[src/rtl/otter_mem_port_arbiter_if.sv]
// Bundle of the two requester ports, the OTTER memory data port (port 2) and BUSY.
// The slave modport is the arbiter's view. The master modport is the view of the requesters and the memory.
interface otter_mem_port_arbiter_if;
   logic        R0_REQ,   R1_REQ;
   logic        R0_WE,    R1_WE;
   logic [31:0] R0_ADDR,  R1_ADDR;
   logic [31:0] R0_WDATA, R1_WDATA;
   logic [1:0]  R0_SIZE,  R1_SIZE;
   logic        R0_SIGN,  R1_SIGN;
   logic        R0_GNT,   R1_GNT;
   logic        R0_DONE,  R1_DONE;
   logic [31:0] R0_RDATA, R1_RDATA;
   logic [31:0] MEM_ADDR2;
   logic [31:0] MEM_DIN2;
   logic        MEM_WRITE2;
   logic        MEM_READ2;
   logic [1:0]  MEM_SIZE;
   logic        MEM_SIGN;
   logic [31:0] MEM_DOUT2;
   logic        BUSY;

   modport slave (
      input  R0_REQ, R0_WE, R0_ADDR, R0_WDATA, R0_SIZE, R0_SIGN,
      input  R1_REQ, R1_WE, R1_ADDR, R1_WDATA, R1_SIZE, R1_SIGN,
      output R0_GNT, R0_DONE, R0_RDATA, R1_GNT, R1_DONE, R1_RDATA,
      output MEM_ADDR2, MEM_DIN2, MEM_WRITE2, MEM_READ2, MEM_SIZE, MEM_SIGN,
      input  MEM_DOUT2,
      output BUSY
   );

   modport master (
      output R0_REQ, R0_WE, R0_ADDR, R0_WDATA, R0_SIZE, R0_SIGN,
      output R1_REQ, R1_WE, R1_ADDR, R1_WDATA, R1_SIZE, R1_SIGN,
      input  R0_GNT, R0_DONE, R0_RDATA, R1_GNT, R1_DONE, R1_RDATA,
      input  MEM_ADDR2, MEM_DIN2, MEM_WRITE2, MEM_READ2, MEM_SIZE, MEM_SIGN,
      output MEM_DOUT2,
      input  BUSY
   );
endinterface

[src/rtl/otter_mem_port_arbiter.sv]
// Arbitrates between two requesters for the single OTTER memory data port and serialises their accesses.
// Reads wait a fixed RD_LATENCY, and the read data is returned to the requester that owns the access.
module otter_mem_port_arbiter #(
   parameter int RD_LATENCY = 1,   // legal range 1-4
   parameter int FIXED_PRIO = 0    // 0 = round-robin, 1 = requester 0 wins ties
) (
   input  logic                    CLK,
   input  logic                    RST_N,
   otter_mem_port_arbiter_if.slave bus
);

   typedef enum logic [1:0] {IDLE, ISSUE, WAIT, RESP} state_e;

   state_e      state_q, state_d;
   logic        we_q, we_d;
   logic [31:0] addr_q, addr_d;
   logic [31:0] wdata_q, wdata_d;
   logic [1:0]  size_q, size_d;
   logic        sign_q, sign_d;
   logic        idx_q, idx_d;
   logic        last_q, last_d;
   logic [2:0]  cnt_q, cnt_d;
   logic [31:0] rdata0_q, rdata0_d;
   logic [31:0] rdata1_q, rdata1_d;

   logic win;
   logic gnt0, gnt1, done0, done1, mem_write, mem_read;

   // NOTE: every signal written here is given a default first. Without the defaults, synthesis infers latches.
   always_comb begin
      state_d   = state_q;
      we_d      = we_q;
      addr_d    = addr_q;
      wdata_d   = wdata_q;
      size_d    = size_q;
      sign_d    = sign_q;
      idx_d     = idx_q;
      last_d    = last_q;
      cnt_d     = cnt_q;
      rdata0_d  = rdata0_q;
      rdata1_d  = rdata1_q;
      win       = 1'b0;
      gnt0      = 1'b0;
      gnt1      = 1'b0;
      done0     = 1'b0;
      done1     = 1'b0;
      mem_write = 1'b0;
      mem_read  = 1'b0;

      unique case (state_q)
         IDLE: begin
            if (bus.R0_REQ || bus.R1_REQ) begin
               // On a tie, round-robin grants the requester that did not win last time.
               if (bus.R0_REQ && bus.R1_REQ) win = (FIXED_PRIO != 0) ? 1'b0 : ~last_q;
               else                          win = bus.R1_REQ;
               gnt0    = ~win;
               gnt1    = win;
               we_d    = win ? bus.R1_WE    : bus.R0_WE;
               addr_d  = win ? bus.R1_ADDR  : bus.R0_ADDR;
               wdata_d = win ? bus.R1_WDATA : bus.R0_WDATA;
               size_d  = win ? bus.R1_SIZE  : bus.R0_SIZE;
               sign_d  = win ? bus.R1_SIGN  : bus.R0_SIGN;
               idx_d   = win;
               last_d  = win;
               state_d = ISSUE;
            end
         end
         ISSUE: begin
            mem_write = we_q;
            mem_read  = ~we_q;
            if (we_q) begin
               // A write commits at this edge, so it completes without a response phase.
               done0   = ~idx_q;
               done1   = idx_q;
               state_d = IDLE;
            end else begin
               cnt_d   = 3'(RD_LATENCY);
               state_d = WAIT;
            end
         end
         WAIT: begin
            if (cnt_q == 3'd1) begin
               if (idx_q) rdata1_d = bus.MEM_DOUT2;
               else       rdata0_d = bus.MEM_DOUT2;
               state_d = RESP;
            end else begin
               cnt_d = cnt_q - 3'd1;
            end
         end
         RESP: begin
            done0   = ~idx_q;
            done1   = idx_q;
            state_d = IDLE;
         end
         default: state_d = IDLE;
      endcase
   end

   // NOTE: sequential state uses non-blocking assignments only, so every flop samples its pre-edge value.
   always_ff @(posedge CLK or negedge RST_N) begin
      if (!RST_N) begin
         state_q  <= IDLE;
         we_q     <= 1'b0;
         addr_q   <= '0;
         wdata_q  <= '0;
         size_q   <= '0;
         sign_q   <= 1'b0;
         idx_q    <= 1'b0;
         last_q   <= 1'b1;
         cnt_q    <= '0;
         rdata0_q <= '0;
         rdata1_q <= '0;
      end else begin
         state_q  <= state_d;
         we_q     <= we_d;
         addr_q   <= addr_d;
         wdata_q  <= wdata_d;
         size_q   <= size_d;
         sign_q   <= sign_d;
         idx_q    <= idx_d;
         last_q   <= last_d;
         cnt_q    <= cnt_d;
         rdata0_q <= rdata0_d;
         rdata1_q <= rdata1_d;
      end
   end

   assign bus.R0_GNT     = gnt0;
   assign bus.R1_GNT     = gnt1;
   assign bus.R0_DONE    = done0;
   assign bus.R1_DONE    = done1;
   assign bus.R0_RDATA   = rdata0_q;
   assign bus.R1_RDATA   = rdata1_q;
   assign bus.MEM_ADDR2  = addr_q;
   assign bus.MEM_DIN2   = wdata_q;
   assign bus.MEM_SIZE   = size_q;
   assign bus.MEM_SIGN   = sign_q;
   assign bus.MEM_WRITE2 = mem_write;
   assign bus.MEM_READ2  = mem_read;
   assign bus.BUSY       = (state_q != IDLE);

endmodule

[src/flat_wrapper.sv]
// flat-port wrapper written by rule: the top's interface ports become plain ports
module otter_mem_port_arbiter_flat 
#(
   parameter int RD_LATENCY = 1,                     
   parameter int FIXED_PRIO = 0                                                 
)
  (CLK, RST_N, bus_R0_REQ, bus_R0_WE, bus_R0_ADDR, bus_R0_WDATA, bus_R0_SIZE, bus_R0_SIGN, bus_R1_REQ, bus_R1_WE, bus_R1_ADDR, bus_R1_WDATA, bus_R1_SIZE, bus_R1_SIGN, bus_R0_GNT, bus_R0_DONE, bus_R0_RDATA, bus_R1_GNT, bus_R1_DONE, bus_R1_RDATA, bus_MEM_ADDR2, bus_MEM_DIN2, bus_MEM_WRITE2, bus_MEM_READ2, bus_MEM_SIZE, bus_MEM_SIGN, bus_MEM_DOUT2, bus_BUSY);
  otter_mem_port_arbiter_if bus_i ();
  input  logic CLK;
  input  logic RST_N;
  input wire logic [$bits(bus_i.R0_REQ)-1:0] bus_R0_REQ;
  input wire logic [$bits(bus_i.R0_WE)-1:0] bus_R0_WE;
  input wire logic [$bits(bus_i.R0_ADDR)-1:0] bus_R0_ADDR;
  input wire logic [$bits(bus_i.R0_WDATA)-1:0] bus_R0_WDATA;
  input wire logic [$bits(bus_i.R0_SIZE)-1:0] bus_R0_SIZE;
  input wire logic [$bits(bus_i.R0_SIGN)-1:0] bus_R0_SIGN;
  input wire logic [$bits(bus_i.R1_REQ)-1:0] bus_R1_REQ;
  input wire logic [$bits(bus_i.R1_WE)-1:0] bus_R1_WE;
  input wire logic [$bits(bus_i.R1_ADDR)-1:0] bus_R1_ADDR;
  input wire logic [$bits(bus_i.R1_WDATA)-1:0] bus_R1_WDATA;
  input wire logic [$bits(bus_i.R1_SIZE)-1:0] bus_R1_SIZE;
  input wire logic [$bits(bus_i.R1_SIGN)-1:0] bus_R1_SIGN;
  output wire logic [$bits(bus_i.R0_GNT)-1:0] bus_R0_GNT;
  output wire logic [$bits(bus_i.R0_DONE)-1:0] bus_R0_DONE;
  output wire logic [$bits(bus_i.R0_RDATA)-1:0] bus_R0_RDATA;
  output wire logic [$bits(bus_i.R1_GNT)-1:0] bus_R1_GNT;
  output wire logic [$bits(bus_i.R1_DONE)-1:0] bus_R1_DONE;
  output wire logic [$bits(bus_i.R1_RDATA)-1:0] bus_R1_RDATA;
  output wire logic [$bits(bus_i.MEM_ADDR2)-1:0] bus_MEM_ADDR2;
  output wire logic [$bits(bus_i.MEM_DIN2)-1:0] bus_MEM_DIN2;
  output wire logic [$bits(bus_i.MEM_WRITE2)-1:0] bus_MEM_WRITE2;
  output wire logic [$bits(bus_i.MEM_READ2)-1:0] bus_MEM_READ2;
  output wire logic [$bits(bus_i.MEM_SIZE)-1:0] bus_MEM_SIZE;
  output wire logic [$bits(bus_i.MEM_SIGN)-1:0] bus_MEM_SIGN;
  input wire logic [$bits(bus_i.MEM_DOUT2)-1:0] bus_MEM_DOUT2;
  output wire logic [$bits(bus_i.BUSY)-1:0] bus_BUSY;
  assign bus_i.R0_REQ = bus_R0_REQ;
  assign bus_i.R0_WE = bus_R0_WE;
  assign bus_i.R0_ADDR = bus_R0_ADDR;
  assign bus_i.R0_WDATA = bus_R0_WDATA;
  assign bus_i.R0_SIZE = bus_R0_SIZE;
  assign bus_i.R0_SIGN = bus_R0_SIGN;
  assign bus_i.R1_REQ = bus_R1_REQ;
  assign bus_i.R1_WE = bus_R1_WE;
  assign bus_i.R1_ADDR = bus_R1_ADDR;
  assign bus_i.R1_WDATA = bus_R1_WDATA;
  assign bus_i.R1_SIZE = bus_R1_SIZE;
  assign bus_i.R1_SIGN = bus_R1_SIGN;
  assign bus_R0_GNT = bus_i.R0_GNT;
  assign bus_R0_DONE = bus_i.R0_DONE;
  assign bus_R0_RDATA = bus_i.R0_RDATA;
  assign bus_R1_GNT = bus_i.R1_GNT;
  assign bus_R1_DONE = bus_i.R1_DONE;
  assign bus_R1_RDATA = bus_i.R1_RDATA;
  assign bus_MEM_ADDR2 = bus_i.MEM_ADDR2;
  assign bus_MEM_DIN2 = bus_i.MEM_DIN2;
  assign bus_MEM_WRITE2 = bus_i.MEM_WRITE2;
  assign bus_MEM_READ2 = bus_i.MEM_READ2;
  assign bus_MEM_SIZE = bus_i.MEM_SIZE;
  assign bus_MEM_SIGN = bus_i.MEM_SIGN;
  assign bus_i.MEM_DOUT2 = bus_MEM_DOUT2;
  assign bus_BUSY = bus_i.BUSY;
  otter_mem_port_arbiter #(.RD_LATENCY(RD_LATENCY), .FIXED_PRIO(FIXED_PRIO)) u_core (.CLK(CLK), .RST_N(RST_N), .bus(bus_i));
endmodule
[config.mk]
export PLATFORM = sky130hd
export DESIGN_NAME = otter_mem_port_arbiter_flat
export DESIGN_NICKNAME = d
export VERILOG_FILES = /design/src/rtl/otter_mem_port_arbiter_if.sv /design/src/rtl/otter_mem_port_arbiter.sv /design/src/flat_wrapper.sv
export SDC_FILE = /design/constraint.sdc
export NUM_CORES = 1
export LEC_CHECK = 0
export ABC_AREA = 1
export ABC_CLOCK_PERIOD_IN_PS = 1900
export BUFFER_PORTS_ARGS = -buffer_cell sky130_fd_sc_hd__buf_2
export CAP_MARGIN = 10
export CORE_AREA = 2 2 121 123
export DETAILED_ROUTE_END_ITERATION = 12
export DIE_AREA = 0 0 123 125
export PLACE_DENSITY = 0.75
export SYNTH_ARGS = -nofsm -noshare
export SYNTH_HDL_FRONTEND = slang
export SYNTH_SLANG_ARGS = --single-unit
[constraint.sdc]
create_clock -name CLK -period 1.9 [get_ports CLK]
set_clock_uncertainty 0.1 [all_clocks]
set_input_delay 0.095 -clock CLK [delete_from_list [all_inputs] [get_ports CLK]]
set_output_delay 0.095 -clock CLK [all_outputs]
set_load 0.01 [all_outputs]
Word-level counts from Yosys, hierarchy flattened
Cells that the tools add are included.
{ "totals": {"register_bits": 139, "latch_bits": 0, "mem_bits_rw": 0, "romBits": 0, "input_bits": 172, "output_inout_bits": 138, "word_cells": 59, "mem_count": 0} }
{ "op_classes": {"add_sub_neg": 1, "multipliers": 0, "div_mod_pow": 0, "magnitude_cmp": 0, "eq_ne": 8, "shifts": 0, "n_mux": 25, "bitwise": 4, "reduce_logical": 10} }
{ "ops": {"columns": ["op", "count"], "rows": [
  ["$mux W32", 2],
  ["$mux W1", 13],
  ["$reduce_and A3 Y1", 3],
  ["$mux W2", 4],
  ["$pmux W2 S4", 1],
  ["$mux W3", 2],
  ["$pmux W3 S2", 1],
  ["$eq A2 B2 Y1 const B", 2],
  ["$ne A2 B1 Y1 const B", 2],
  ["$ne A2 B2 Y1 const B", 2],
  ["$not A1 Y1", 4],
  ["$pmux W1 S2", 2],
  ["$reduce_and A2 Y1", 2],
  ["$reduce_bool A2 Y1", 2],
  ["$eq A3 B1 Y1 const B", 1],
  ["$sub A3 B1 Y3 const B", 1],
  ["$eq A2 B1 Y1 const B", 1],
  ["$logic_not A2 Y1", 1],
  ["$logic_and A1 B1 Y1", 1],
  ["$logic_or A1 B1 Y1", 1]
]} }

Depth between registers and ports, before layout
Gate-level depths: netlist of the first run.
{ "depth": {"depth_word": 7, "depth_mapped": 8, "mapped_depth_nobuf": 8} }

Least setup slack after synthesis of the first run
Ideal clock, no wire load.
{ "synth_timing": {"kind": "flip-flop to output port", "startpoint": "register u_core.state_q[0]", "endpoint": "output port bus_R0_GNT", "arrival_ns": 1.386, "required_ns": 1.705, "slack_ns": 0.319, "stages_incl_launch_ff": 8, "path_buffers": 1, "cell_sequence": "dfrtp_1 -> inv_1 -> ha_1 -> inv_2 -> nor2_4 -> inv_2 -> buf_2 -> a21oi_1"} }
{ "synth_via": {"elab_chain_len": 2} }
{ "synth_lines": {"columns": ["item", "line", "source"], "rows": [
  ["from (decl)", "otter_mem_port_arbiter.sv:14", "state_e state_q, state_d;"],
  ["from (signal assigned)", "otter_mem_port_arbiter.sv:114", "state_q <= state_d;"],
  ["$logic_not A2 Y1", "otter_mem_port_arbiter.sv:50", "unique case (state_q)"],
  ["$mux W1", "otter_mem_port_arbiter.sv:50", null],
  ["to (decl)", "flat_wrapper.sv:23", "output wire logic [$bits(bus_i.R0_GNT)-1:0] bus_R0_GNT;"]
]} }
No other way between the ends.

==> results of run 1 <==
[sequential cells by signal, indices dropped and copies added (netlist names), named ones only]
register	count
u_core.idx_q	1
u_core.we_q	1
u_core.bus.MEM_DIN2	32
u_core.bus.MEM_ADDR2	32
u_core.bus.MEM_SIGN	1
u_core.bus.R0_RDATA	32
u_core.bus.MEM_SIZE	2
u_core.last_q	1
u_core.state_q	1
u_core.cnt_q	3
u_core.bus.R1_RDATA	32
[power breakdown]
part	internal, mW	switching [mW]	total [mW]	leakage [nW]
Combinational	2.86	4.07	6.93	3.42
Sequential	4.49	0.970	5.46	1.67
Clock	2.41	1.38	3.79	0.316
[layout make-up]
cell class,count,share of cell area [%]
timing repair buffer,505,35.05
sequential,139,33.89
multi-input combinational,448,20.36
clock buffer,19,4.411
tap,184,2.242
clock inverter,13,2.072
inverter,48,1.828
antenna,6,0.1462
[worst register-to-register path: cells and delay by family (launching register included)]
family / cells / cell delay, ns
AND/OR/NAND/NOR: 3 / 0.53
buffers and inverters: 4 / 0.56
adder cells (fa/ha/maj): 1 / 0.16
flip-flops: 1 / 0.42
[cells by family after synthesis]
| kind of cell | after synthesis |
|---|---|
| and+or+nand+nor | 369 |
| buffers and inverters | 89 |
| AOI/OAI and AO/OA | 72 |
| DFF | 139 |
| adders and majority gates | 7 |
[stage by stage]
stage / setup TNS [ns] / setup WS (ns) / area, sq um / instances
2_1_floorplan: 0 / 0.3195 / 5888 / 676
3_3_place_gp: 0 / 0.2073 / 7662 / 1140
3_5_place_dp: 0 / 0.1552 / 7662 / 1140
4_1_cts: -0.01602 / -0.01602 / 10110 / 1345
5_1_grt: -0.04787 / -0.04787 / 10260 / 1360
6_report: 0 / 0.03690 / 10270 / 1362
[layout by cell type (no fill, tap or decap), types with 4 or more instances in the layout]
cell type | synthesis | layout
buf_2 | 23 | 307
o21ai_1 | 5 | 5
o21ai_0 | 62 | 62
ha_1 | 7 | 6
inv_1 | 46 | 44
buf_12 | 0 | 6
a21oi_1 | 5 | 4
nand3_1 | 139 | 137
buf_4 | 3 | 18
dlygate4sd3_1 | 0 | 169
nand2_1 | 221 | 219
diode_2 | 0 | 6
dfrtp_1 | 138 | 138
bufinv_16 | 0 | 5
clkbuf_16 | 0 | 17
[path summary, 6_finish.rpt]
check	slack [ns]	cells after the start	to	startpoint
worst max-delay path	0.04	7	bus_R0_GNT	flop
worst min-delay path	0.05	5	flop	bus_R0_REQ
worst max register to register	0.06	8	u_core.bus.MEM_DIN2[6]	flop
worst min register to register	0.37	2	u_core.last_q	u_core.last_q
max in group asynchronous	0.89	3	u_core.last_q	RST_N
min in group asynchronous	0.08	2	u_core.bus.MEM_DIN2[2]	RST_N
[timing repair]
item	CTS	global route
cloned	2	0
hold buffers	169	0
pin swaps	2	3
endpoints found under the hold margin	270	0
gates resized for setup	5	12
endpoints found under the setup margin	2	37
buffers inserted	2	11
[routing by layer]
layer	part of all wire (%)	track usage [%]	vias to the layer above
li1	-	-	3155
met1	34	39.91	3433
met2	45	51.51	653
met3	14	24.13	205
met4	7.3	24.47	6
met5	0.16	11.18	-
==> flow_summary.yaml, run 1 <==
clock_network:
  cts-buffers-inserted: 17
  insertion_delay_ns: 0.42
  clockRootBuffer: "clkbuf_16"
  cts_tree: "done"
  htree_num_levels: 4
  cts.sinks: 139
  path_clk_slew_ns: 0.06
  cts_buffer_depth: 2
synthesis:
  synth_nets: 855
  syn_avg_cell_area_sq_um: 8.710
  synth_common_cells: "221 x nand2_1, 139 x nand3_1, 138 x dfrtp_1"
  synth_cell_type_count: 19
  syn-cell-area_sq_um: 5888
  synth_compound_area_share_pct: 6.120
  synth_top_family_by_area: "simple AND/OR/NAND/NOR gates"
  synth_fa_ha_area_share_pct: 1.487
  synth-edff-count: 0
  synthCells: 676
  ys_seq_area_share_pct: 59.09
  synth_ff_type: "dfrtp_1"
  synth.area.mux_share_pct: 0
  ys.warnings.count: 0
  synth_xor_area_share_pct: 0
  ys_ff_latch: 139
  synth_top_cell_area_share_pct: 58.65
  ys_top_cells_by_area: "dfrtp_1 59%, nand2_1 14%, nand3_1 12%"
  yosys.area.top_type: "dfrtp_1"
  async_flop_share_pct: 100.0
  yosysMostFrequentCell: "nand2_1"
  synthSimpleGateAreaFrac_pct: 26.94
drt:
  drt_iter0_markers: 964
  postRouteAntennaNets: 0
  viasPerCell: 5.471
  finalWirelength_microns: 26480
  wl_per_cell_microns: 19.44
  num_vias: 7452
  dr.pass1.iters: 8
  drc: 0
die:
  row_count: 44
  die_w_microns: 123
  io_pins: 310
  die_h_microns: 125
  dieArea_sq_um: 15380
  fp.coreArea_sq_um: 14200
  start_util_pct: 41.46
power_and_ir_drop:
  p_total_mw: 16.17
  p_leak_nw: 5.411
  ir_worst_vdd_mv: 0.9600
  power_per_cell_area_nw_per_um2: 1575
global_route:
  grt_usage_pct: 36.95
  antenna_found_initial: 8
  grt_overflow: 0
  grt_pass1_wl_microns: 41990
  first_global_vias: 7670
  grt_start_max_net_pins: 70
critical_path:
  critical_path_class: "flop to primary output"
  worstPathRequired_ns: 1.70
  crit_family: "flip-flops"
  worst-path-buf-inv: 4
  crit_chain: "inv_2 -> ha_4 -> inv_4 -> nor2_4 -> clkinv_4 -> a21oi_4 -> buf_6"
  cpPeakStageDelay_ns: 0.42
  crit_arrival_ns: 1.67
  worstPathMaxFanout: 6
  crit_slowest_cell: "dfrtp_1"
  cp-end-kind: "primary output"
  worst_setup_path_start_kind: "flop"
placed_design:
  dp_hpwl_microns: 12980
  port_buffers: 309
  gp_congestion: 0.8458
finish:
  final_util_pct: 72.29
  n_fill_cell: 938
  seq_area_sq_um: 3480
  nets: 1338
  multi_input_area_sq_um: 2091
  drive_gt1_share_pct: 32.76
  syn_to_final_growth_pct: 74.37
timing:
  hold_violations: 0
  hold_ws_ns: 0.04662
  max_slew.worst_pin.slew_ns: 0.4447
  grt_setup_unrepaired: "true"
  period_minus_slack_ns: 1.863
  drv_slew: 0
  setup_viol: 0
  final.period_utilization_pct: 98.06
  relSlewSlack_pct: 70.35
  fmax_ghz: 0.5367
flow_run:
  drv_cap: 0
outcome:
  status: "finished, final reports clean"
hold_path:
  hp-class: "input port to flop"
No activity file was read; power rests on OpenSTA's default activity.
==> run 2: changes to the inputs <==
--- a/config.mk
+++ b/config.mk
@@ -13,6 +13,7 @@
 export DETAILED_ROUTE_END_ITERATION = 12
 export DIE_AREA = 0 0 123 125
 export PLACE_DENSITY = 0.75
+export REMOVE_ABC_BUFFERS = 1
 export SYNTH_ARGS = -nofsm -noshare
 export SYNTH_HDL_FRONTEND = slang
 export SYNTH_SLANG_ARGS = --single-unit
==> flow_summary.yaml, run 2 (same netlist as run 1, synthesis figures left out) <==
timing:
  setup_viol: 0
  drv_slew: 0
  max_slew.worst_pin.slew_ns: 0.4735
  fmax_ghz: 0.5515
  period_minus_slack_ns: 1.813
  relSlewSlack_pct: 68.43
  hold_violations: 0
  grt_setup_unrepaired: "false"
  final.period_utilization_pct: 95.43
global_route:
  grt_overflow: 0
  use_met2_pct: 51.61
  grtUsageMet1_pct: 35.42
  grt_usage_pct: 33.93
  grt_start_max_net_pins: 67
  antenna_found_initial: 8
  use_met3_pct: 18.20
  grt_pass1_wl_microns: 39210
  first_global_vias: 7331
  top_usage_layer: "met2"
clock_network:
  cts_tree: "done"
  cts-buffers-inserted: 17
  path_clk_slew_ns: 0.06
  cts.sinks: 139
  cts_buffer_depth: 2
  clockRootBuffer: "clkbuf_16"
  htree_num_levels: 4
  insertion_delay_ns: 0.41
finish:
  most-common-layout-cells: "308 x buf_2, 219 x nand2_1, 170 x dlygate4sd3_1"
  final_util_pct: 70.84
  nets: 1329
  syn_to_final_growth_pct: 70.89
  final_cell_area_sq_um: 10060
  final_common_cell: "buf_2"
  drive_gt1_share_pct: 32.07
die:
  die_h_microns: 125
  fp.coreArea_sq_um: 14200
  io_pins: 310
  start_util_pct: 41.46
  die_w_microns: 123
  dieArea_sq_um: 15380
  row_count: 44
placed_design:
  port_buffers: 309
  gp_congestion: 0.8469
  dpl_cell_area_sq_um: 7690
  dp_hpwl_microns: 13010
drt:
  wl_per_cell_microns: 18.34
  num_vias: 7164
  drt_iter0_markers: 791
  finalWirelength_microns: 24850
  postRouteAntennaNets: 0
  viasPerCell: 5.287
  drc: 0
  dr.pass1.iters: 6
critical_path:
  crit_arrival_ns: 1.62
  critical_path_class: "flop to primary output"
  reg2reg_slack_ns: 0.13
  r2r_cells: 7
  worstPathMaxFanout: 11
  crit_end: "bus_R0_GNT"
  crit_start: "u_core.state_q[0]"
  timing.rr.end: "u_core.bus.MEM_DIN2[8]"
  cp-end-kind: "primary output"
  r2r_start: "u_core.last_q"
  worst_setup_path_start_kind: "flop"
  worstPathRequired_ns: 1.70
flow_run:
  drv_cap: 0
hold_path:
  hp-class: "input port to flop"
power_and_ir_drop:
  p_leak_nw: 5.321
  power_per_cell_area_nw_per_um2: 1523
  ir_worst_vdd_mv: 0.8765
outcome:
  status: "finished, final reports clean"
[run 2: cell types whose count changed in the layout (fill, tap and decap cells not counted), sizes merged]
cell         previous run  this run
bufinv                  5         2
diode                   6         8
bufbuf                  2         1
buf                   334       325
dlygate4sd3           169       170
clkinv                  4         9
clkbuf                 19        18
clkinvlp                3         2
[run 2: routing by layer]
metal / routed length (microns) / vias up
li1: - / 3148
met1: 8275 / 3282
met2: 11810 / 570
met3: 3053 / 160
met4: 1682 / 4
met5: 30 / -
[run 2: worst min path at each step]
stage          depth (start not counted)  slack (ns)        from                      end
2_1_floorplan                          0       -0.30       RST_N                async pin
6_report                               5        0.08  bus_R0_REQ                     flop
5_1_grt                                5        0.12  bus_R0_REQ                     flop
3_5_place_dp                           1       -0.03       RST_N  u_core.bus.MEM_DIN2[18]
3_3_place_gp                           1       -0.03       RST_N  u_core.bus.MEM_DIN2[18]
4_1_cts                                5        0.04  bus_R0_REQ                     flop
[run 2: cell type report]
cell class | instances | area (sq um)
Antenna cell | 8 | 20.02
Clock buffer | 18 | 439.2
Clock inverter | 14 | 147.6
Fill cell | 946 | 4141
Inverter | 48 | 182.7
Multi-Input combinational cell | 448 | 2056
Sequential cell | 139 | 3480
Tap cell | 184 | 230.2
Timing Repair Buffer | 496 | 3507
[run 2: per-stage QoR]
step / total power, mW / hold slack (ns) / cells / setup slack [ns] / TNS (ns)
2_1_floorplan: 8.407 / -0.3006 / 635 / -1.528 / -106.61
3_3_place_gp: 11.04 / -0.03117 / 1142 / 0.2497 / 0
3_5_place_dp: 11.20 / -0.03192 / 1142 / 0.1903 / 0
4_1_cts: 14.94 / 0.03509 / 1347 / 0.02881 / 0
5_1_grt: 16.37 / 0.1212 / 1352 / 0.007685 / 0
6_report: 15.32 / 0.08400 / 1355 / 0.08689 / 0
[run 2: timing repair]
action,4_1_cts,5_1_grt
setup endpoints to repair,2,6
gates cloned,1,0
hold buffers,170,0
pin swaps,2,0
endpoints found under the hold margin,271,0
resized for setup,2,5
setup buffers,2,0
[run 2: report_power, final]
part / switching, mW / internal (mW) / total (mW)
Clock: 1.32 / 1.97 / 3.29
Sequential: 0.951 / 4.49 / 5.44
Combinational: 3.92 / 2.67 / 6.59
Total: 6.19 / 9.13 / 15.3
[run 2: worst max-delay path: stages (launching register included)]
cell and delay [ns]:
dfrtp_1 0.39, inv_2 0.09, ha_2 0.20, inv_2 0.07, nor2_4 0.11, inv_4 0.09
a21oi_2 0.13, buf_2 0.14
